--- src/rtl/uart_mmio_core.sv ---
// uart_mmio_core: UART peripheral behind the data path's memory-mapped UART window.
// Contains an oversample tick generator, a double-buffered 8N1 transmitter, and an
// oversampling receiver that feeds a first-word-fall-through RX FIFO.
// Optional build macro UART_PARITY_EN adds an even-parity bit on TX and checks it on RX.
//
// TX states       | meaning
// TX_IDLE         | line idle; holding byte moved to shifter, start waits for bit boundary
// TX_START        | driving the start bit (0)
// TX_DATA         | driving 8 data bits, LSB first
// TX_PARITY       | driving the even-parity bit (UART_PARITY_EN only)
// TX_STOP         | driving the stop bit (1); chains straight into the next start if holding is full
//
// RX states       | meaning
// RX_IDLE         | waiting for a high-to-low edge on the synchronised line
// RX_START        | confirming the start bit at mid-bit; a high sample is a false start
// RX_DATA         | sampling 8 data bits at mid-bit, LSB first
// RX_PARITY       | sampling and checking the parity bit (UART_PARITY_EN only)
// RX_STOP         | sampling the stop bit; push on 1, framing error on 0
module uart_mmio_core #(
  parameter int CLK_FREQ   = 100000000,
  parameter int BAUD       = 115200,
  parameter int OVERSAMPLE = 16,
  parameter int RX_DEPTH   = 4
) (
  input  logic       clk,
  input  logic       rst,
  input  logic [7:0] tx_data,
  input  logic       tx_we,
  output logic       tx_busy,
  input  logic       rx_re,
  output logic [7:0] rx_data,
  output logic       rx_valid,
  output logic       rx_frame_err,
  output logic       rx_overrun,
  input  logic       err_clr,
  input  logic       rxd,
  output logic       txd
);

  localparam int OS_RATE = BAUD * OVERSAMPLE;
  localparam int DIV_RAW = (CLK_FREQ + OS_RATE / 2) / OS_RATE;
  localparam int DIV     = (DIV_RAW < 1) ? 1 : DIV_RAW;
  localparam int DIV_W   = (DIV > 1) ? $clog2(DIV) : 1;
  localparam int PH_W    = $clog2(OVERSAMPLE);
  localparam int PTR_W   = $clog2(RX_DEPTH);
  localparam int CNT_W   = PTR_W + 1;

  localparam logic [DIV_W-1:0] DIV_LOAD = DIV_W'(DIV - 1);
  localparam logic [PH_W-1:0]  PH_LAST  = PH_W'(OVERSAMPLE - 1);
  localparam logic [PH_W-1:0]  PH_MID   = PH_W'(OVERSAMPLE / 2);
  localparam logic [CNT_W-1:0] CNT_FULL = CNT_W'(RX_DEPTH);

  typedef enum logic [2:0] {
    TX_IDLE,
    TX_START,
    TX_DATA,
`ifdef UART_PARITY_EN
    TX_PARITY,
`endif
    TX_STOP
  } tx_state_t;

  typedef enum logic [2:0] {
    RX_IDLE,
    RX_START,
    RX_DATA,
`ifdef UART_PARITY_EN
    RX_PARITY,
`endif
    RX_STOP
  } rx_state_t;

  // ---------------------------------------------------------------- tick generator
  logic [DIV_W-1:0] div_cnt;
  logic             os_tick;

  assign os_tick = (div_cnt == '0);

  // Down-counter reloads on terminal count, giving a 1-cycle os_tick every DIV clocks
  always_ff @(posedge clk or posedge rst) begin
    if (rst) div_cnt <= DIV_LOAD;
    else if (os_tick) div_cnt <= DIV_LOAD;
    else div_cnt <= div_cnt - 1'b1;
  end

  // ---------------------------------------------------------------- transmitter
  tx_state_t       tx_state;
  logic [PH_W-1:0] tx_phase;
  logic            tx_bound;
  logic [7:0]      hold;
  logic            hold_valid;
  logic [7:0]      shifter;
  logic            tx_pend;
  logic [2:0]      tx_bit;
`ifdef UART_PARITY_EN
  logic            tx_par;
`endif

  assign tx_bound = os_tick && (tx_phase == PH_LAST);
  assign tx_busy  = hold_valid;

  // Free-running TX phase; its wrap marks every bit boundary on the line
  always_ff @(posedge clk or posedge rst) begin
    if (rst) tx_phase <= '0;
    else if (os_tick) tx_phase <= (tx_phase == PH_LAST) ? '0 : tx_phase + 1'b1;
  end

  // Holding register plus shift FSM; txd is registered so reset forces it high at once
  always_ff @(posedge clk or posedge rst) begin
    if (rst) begin
      tx_state   <= TX_IDLE;
      txd        <= 1'b1;
      hold       <= '0;
      hold_valid <= 1'b0;
      shifter    <= '0;
      tx_pend    <= 1'b0;
      tx_bit     <= '0;
`ifdef UART_PARITY_EN
      tx_par     <= 1'b0;
`endif
    end else begin
      if (tx_we && !hold_valid) begin
        hold       <= tx_data;
        hold_valid <= 1'b1;
      end
      case (tx_state)
        TX_IDLE: begin
          txd <= 1'b1;
          if (tx_pend) begin
            if (tx_bound) begin
              tx_state <= TX_START;
              txd      <= 1'b0;
              tx_pend  <= 1'b0;
            end
          end else if (hold_valid) begin
            shifter    <= hold;
            tx_pend    <= 1'b1;
            hold_valid <= 1'b0;
`ifdef UART_PARITY_EN
            tx_par     <= ^hold;
`endif
          end
        end
        TX_START: begin
          if (tx_bound) begin
            tx_state <= TX_DATA;
            txd      <= shifter[0];
            shifter  <= {1'b0, shifter[7:1]};
            tx_bit   <= '0;
          end
        end
        TX_DATA: begin
          if (tx_bound) begin
            if (tx_bit == 3'd7) begin
`ifdef UART_PARITY_EN
              tx_state <= TX_PARITY;
              txd      <= tx_par;
`else
              tx_state <= TX_STOP;
              txd      <= 1'b1;
`endif
            end else begin
              tx_bit  <= tx_bit + 1'b1;
              txd     <= shifter[0];
              shifter <= {1'b0, shifter[7:1]};
            end
          end
        end
`ifdef UART_PARITY_EN
        TX_PARITY: begin
          if (tx_bound) begin
            tx_state <= TX_STOP;
            txd      <= 1'b1;
          end
        end
`endif
        TX_STOP: begin
          if (tx_bound) begin
            if (hold_valid) begin
              // Chain the next byte directly so there is no idle gap
              tx_state   <= TX_START;
              txd        <= 1'b0;
              shifter    <= hold;
              hold_valid <= 1'b0;
`ifdef UART_PARITY_EN
              tx_par     <= ^hold;
`endif
            end else begin
              tx_state <= TX_IDLE;
              txd      <= 1'b1;
            end
          end
        end
        default: begin
          tx_state <= TX_IDLE;
          txd      <= 1'b1;
        end
      endcase
    end
  end

  // ---------------------------------------------------------------- receiver
  logic [1:0]      rx_sync;
  logic            rx_s;
  logic            rx_prev;
  rx_state_t       rx_state;
  logic [PH_W-1:0] rx_phase;
  logic [2:0]      rx_bit;
  logic [7:0]      rx_shift;
  logic            rx_sample;
  logic            rx_stop_hit;
  logic            rx_push;
  logic            ferr_set;
`ifdef UART_PARITY_EN
  logic            rx_par_ok;
`endif

  assign rx_s        = rx_sync[1];
  assign rx_sample   = os_tick && (rx_phase == PH_MID);
  assign rx_stop_hit = (rx_state == RX_STOP) && rx_sample;
`ifdef UART_PARITY_EN
  assign rx_push  = rx_stop_hit && rx_s && rx_par_ok;
  assign ferr_set = rx_stop_hit && !(rx_s && rx_par_ok);
`else
  assign rx_push  = rx_stop_hit && rx_s;
  assign ferr_set = rx_stop_hit && !rx_s;
`endif

  // Two-flop synchroniser plus one delayed copy for falling-edge detection
  always_ff @(posedge clk or posedge rst) begin
    if (rst) begin
      rx_sync <= 2'b11;
      rx_prev <= 1'b1;
    end else begin
      rx_sync <= {rx_sync[0], rxd};
      rx_prev <= rx_sync[1];
    end
  end

  // RX FSM: phase restarts on the start edge so every sample lands at mid-bit
  always_ff @(posedge clk or posedge rst) begin
    if (rst) begin
      rx_state  <= RX_IDLE;
      rx_phase  <= '0;
      rx_bit    <= '0;
      rx_shift  <= '0;
`ifdef UART_PARITY_EN
      rx_par_ok <= 1'b1;
`endif
    end else begin
      if (rx_state == RX_IDLE && rx_prev && !rx_s) rx_phase <= '0;
      else if (os_tick) rx_phase <= (rx_phase == PH_LAST) ? '0 : rx_phase + 1'b1;
      case (rx_state)
        RX_IDLE: begin
          if (rx_prev && !rx_s) rx_state <= RX_START;
        end
        RX_START: begin
          if (rx_sample) begin
            if (rx_s) rx_state <= RX_IDLE;
            else begin
              rx_state <= RX_DATA;
              rx_bit   <= '0;
            end
          end
        end
        RX_DATA: begin
          if (rx_sample) begin
            rx_shift <= {rx_s, rx_shift[7:1]};
            if (rx_bit == 3'd7) begin
`ifdef UART_PARITY_EN
              rx_state <= RX_PARITY;
`else
              rx_state <= RX_STOP;
`endif
            end else begin
              rx_bit <= rx_bit + 1'b1;
            end
          end
        end
`ifdef UART_PARITY_EN
        RX_PARITY: begin
          if (rx_sample) begin
            rx_par_ok <= (rx_s == ^rx_shift);
            rx_state  <= RX_STOP;
          end
        end
`endif
        RX_STOP: begin
          if (rx_sample) rx_state <= RX_IDLE;
        end
        default: rx_state <= RX_IDLE;
      endcase
    end
  end

  // ---------------------------------------------------------------- RX FIFO
  logic [7:0]       mem [RX_DEPTH];
  logic [PTR_W-1:0] wr_ptr;
  logic [PTR_W-1:0] rd_ptr;
  logic [CNT_W-1:0] count;
  logic             full;
  logic             pop;
  logic             wr_en;
  logic             ovr_set;

  assign rx_valid = (count != '0);
  assign full     = (count == CNT_FULL);
  assign pop      = rx_re && rx_valid;
  assign wr_en    = rx_push && (!full || pop);
  assign ovr_set  = rx_push && full && !pop;
  assign rx_data  = rx_valid ? mem[rd_ptr] : 8'h00;

  // Storage array; on push+pop at full the new byte lands in the slot being vacated
  always_ff @(posedge clk) begin
    if (wr_en) mem[wr_ptr] <= rx_shift;
  end

  // Pointers wrap naturally at the power-of-two depth; count tracks occupancy
  always_ff @(posedge clk or posedge rst) begin
    if (rst) begin
      wr_ptr <= '0;
      rd_ptr <= '0;
      count  <= '0;
    end else begin
      if (wr_en) wr_ptr <= wr_ptr + 1'b1;
      if (pop) rd_ptr <= rd_ptr + 1'b1;
      case ({wr_en, pop})
        2'b10:   count <= count + 1'b1;
        2'b01:   count <= count - 1'b1;
        default: count <= count;
      endcase
    end
  end

  // Sticky error flags; a set event in the same cycle beats err_clr
  always_ff @(posedge clk or posedge rst) begin
    if (rst) begin
      rx_frame_err <= 1'b0;
      rx_overrun   <= 1'b0;
    end else begin
      if (ferr_set) rx_frame_err <= 1'b1;
      else if (err_clr) rx_frame_err <= 1'b0;
      if (ovr_set) rx_overrun <= 1'b1;
      else if (err_clr) rx_overrun <= 1'b0;
    end
  end

endmodule

--- config.mk ---
export PLATFORM = sky130hd
export DESIGN_NAME = uart_mmio_core
export DESIGN_NICKNAME = d
export VERILOG_FILES = /design/src/rtl/uart_mmio_core.sv
export SDC_FILE = /design/constraint.sdc
export NUM_CORES = 1
export LEC_CHECK = 0
export CORE_MARGIN = 8
export CORE_UTILIZATION = 25
export DETAILED_ROUTE_END_ITERATION = 8
export RECOVER_POWER = 100
export SYNTH_ARGS = -nofsm -noshare
export SYNTH_HDL_FRONTEND = slang
export SYNTH_SLANG_ARGS = --single-unit
--- constraint.sdc ---
create_clock -name clk -period 2.6 [get_ports clk]
set_input_delay 0.52 -clock clk [delete_from_list [all_inputs] [get_ports clk]]
set_output_delay 0.52 -clock clk [all_outputs]
set_load 0.05 [all_outputs]
==> run metrics <==
fin crit period=2.46 ns; register area=2550 sq um; CTS tree=done; fin nets=401; Syn Area/Cell=12.9 sq um; violated checks=capacitance limit, slew limit; vias=2589; CTS Buf Count=9; Post-CTS Setup Repair Bufs=0; Rows=48; Reg2Reg Launch Point=div_cnt[0]; Detail Route Antenna Nets=0; Synth Cell Area=4270 sq um; Detail Placement HPWL=5.44 mm; Worst EP arrival=1.94 ns; largest net degree at the start of global routing=64; simple-gate area share of the yosys netlist=11.8%; crit path from=count[1]; clock root buffer=clkbuf_16; Via density=4.32; RSZ-0062 raised after global routing=false; mux contribution to synthesized area=11.1%; critical hold path startpoint=rx_sync[0]; Worst setup EP type=output port; Setup Slack @ Placement=0.121 ns; compound-cell area share of the yosys netlist=7.70%; # Max-Cap Violations=1; post-synthesis sequential area ratio=59.6%; Mapped Cells=331; Startpoint Class=flip-flop; yosys warns=0; Core Util, Final=29.9%; area leader, netlist=dfrtp_1; worst-case clock buffer depth=2; multi-input logic area=1610 sq um; async set or reset register ratio after synthesis=66.3%; Leak Pwr=2.13 nW; Initial Utilization=25.1%; Final Hold Viols=0; fill count=1718; Iteration-0 DRC Markers=209; GRT overflow=0; layout cell share with drive strength beyond 1=18.7%; worst hold path stage count=0; DIE HEIGHT=147 microns; main combinational cell family by area after synthesis=simple AND/OR/NAND/NOR gates; Slew headroom=-5.87%; H-tree Lvls=3; Syn Nets=362; drt total wl=7.65 mm; Synth area leaders=dfrtp_1 32%, edfxtp_1 22%, dfstp_2 4.9%; status=complete, but fails checks; Main synth FF type=dfrtp_1; vias in the first global route=2711; Tightest Hold Check Type=reg2reg; R2R setup slack=0.28 ns; n_diodes=0; final setup margin=0.138 ns; endpoints failing setup=0; Slew Viols, Final=64; Crit Path Class=reg2out; Post-route DRC=0; GRT Total Usage=7.67%; DIE AREA=21500 sq um; io pins=27; area share of the largest cell type after synthesis=32.2%; FF-to-FF End=rx_bit[0]; worst-path maximum fanout=5; number of antenna violations at the first check in global routing=0; width of the chip=147 microns; drt pass-1 iters=4; Skew-Pair Late Insertion Delay=0.33 ns; clock skew=0.00852 ns; Area Growth Syn to Fin=19.1%; Overall Power=3.48 mW; VDD IR-drop max=424 uV; number of synthesized flops with an enable pin=32; Core Area=17000 sq um; setup TNS=0 ns; Max Fclk=406 MHz; CTS Sinks=95; Final period util=94.7%; global-route wire length before repair=13.5 mm; number of synthesized register bits=95; final weighted congestion in routability-driven placement=0.746; Pwr Density=683 nW/um^2; cells on worst reg2reg path=9; Synth Area in Adders=5.15%; Clock Pin Slew Worst Setup and Hold Paths=0.07 ns; XOR/XNOR share of the synthesized area=2.25%; critical path required time=2.08 ns; Worst Hold Endpoint=rx_sync[1]; drt wl/cell=12.8 microns; port buffer count=26; Tightest Pin Transition=1.59 ns; synth unique cells=46
[layer usage]
layer | track usage (%) | share of wire (%)
met1 | 9.85 | 47
met5 | 0 | 0
met4 | 2.78 | 1.6
met2 | 11.7 | 47
met3 | 2.65 | 4.6
[flip-flops by register name (all words and copies together), names as in the netlist, 2 cells and up]
signal    count
rd_ptr        2
wr_ptr        2
rx_bit        3
hold          8
mem          32
tx_state      2
tx_bit        3
shifter       8
count         3
rx_shift      8
tx_phase      4
rx_phase      4
rx_state      2
rx_sync       2
div_cnt       6
[cell families after synthesis]
group,Yosys count
adder cells (fa/ha/maj),17
AND/OR/NAND/NOR,93
buffers and inverters,27
AO/OA/AOI/OAI,53
flip-flops,95
XOR/XNOR,11
multiplexers,35
[critical path: stages, from the launching register on]
cell	delay, ns
dfrtp_1	0.43
or3_1	0.45
clkdlybuf4s50_1	0.73
[timing repair]
action,in CTS,in global routing
endpoints found under the setup margin,0,39
resized for setup,0,5
hold buffers,0,0
[final cells by class]
| cell class | instances | area share, % |
|---|---|---|
| sequential | 95 | 50.1 |
| timing repair buffer | 36 | 5.46 |
| clock inverter | 6 | 1.35 |
| multi-input combinational | 209 | 31.7 |
| tap | 225 | 5.53 |
| clock buffer | 10 | 4.50 |
| inverter | 19 | 1.40 |
[cell usage in the layout, fill, tap and decap left out, types with 9 or more instances in the layout]
master           count
nor2_1              14
inv_1               18
o21ai_0             20
clkbuf_2             9
a21oi_1             13
clkdlybuf4s50_1     12
mux2_2              17
nand2_1             33
dfrtp_1             54
clkbuf_16            9
ha_1                16
edfxtp_1            32
[worst max path at each step]
stage / endpoint / cells past startpoint
2_1_floorplan: count[2] / 9
3_3_place_gp: mem[1][1] / 7
3_5_place_dp: mem[0][1] / 7
4_1_cts: rx_data[7] / 3
5_1_grt: rx_bit[0] / 9
6_report: rx_valid / 2
[cell usage after synthesis, drive strengths merged, types with 2 or more instances]
master   instances
nand2           33
dfrtp           55
nor4b            2
nand3            3
and2            14
xnor2            7
inv             19
edfxtp          32
mux4             8
o21ai           20
mux2            20
a22oi            3
or3              3
nor4             2
dfstp            8
nand4            2
nor2            15
a31oi            2
clkbuf           7
xor2             4
mux2i            7
a21o             2
nor2b            4
ha              16
a22o             3
or2              2
nand2b           4
nor3             5
o2111ai          4
and3             2
a21oi           13
[power by group]
part           internal [mW]  total [mW]  switching (mW)
Clock                  0.756        1.31           0.555
Combinational          0.207       0.397           0.191
Sequential              1.63        1.77           0.135
Total                   2.60        3.48           0.881
[metrics by stage]
step | instance area, sq um | std cells | hold WS (ns)
floorplan | 4270 | 331 | 0.345
global placement | 4850 | 584 | 0.347
detailed placement | 4850 | 584 | 0.349
CTS | 5150 | 600 | 0.360
global route | 5090 | 600 | 0.371
finish | 5090 | 600 | 0.363
No activity file was read; power rests on OpenSTA's default activity.
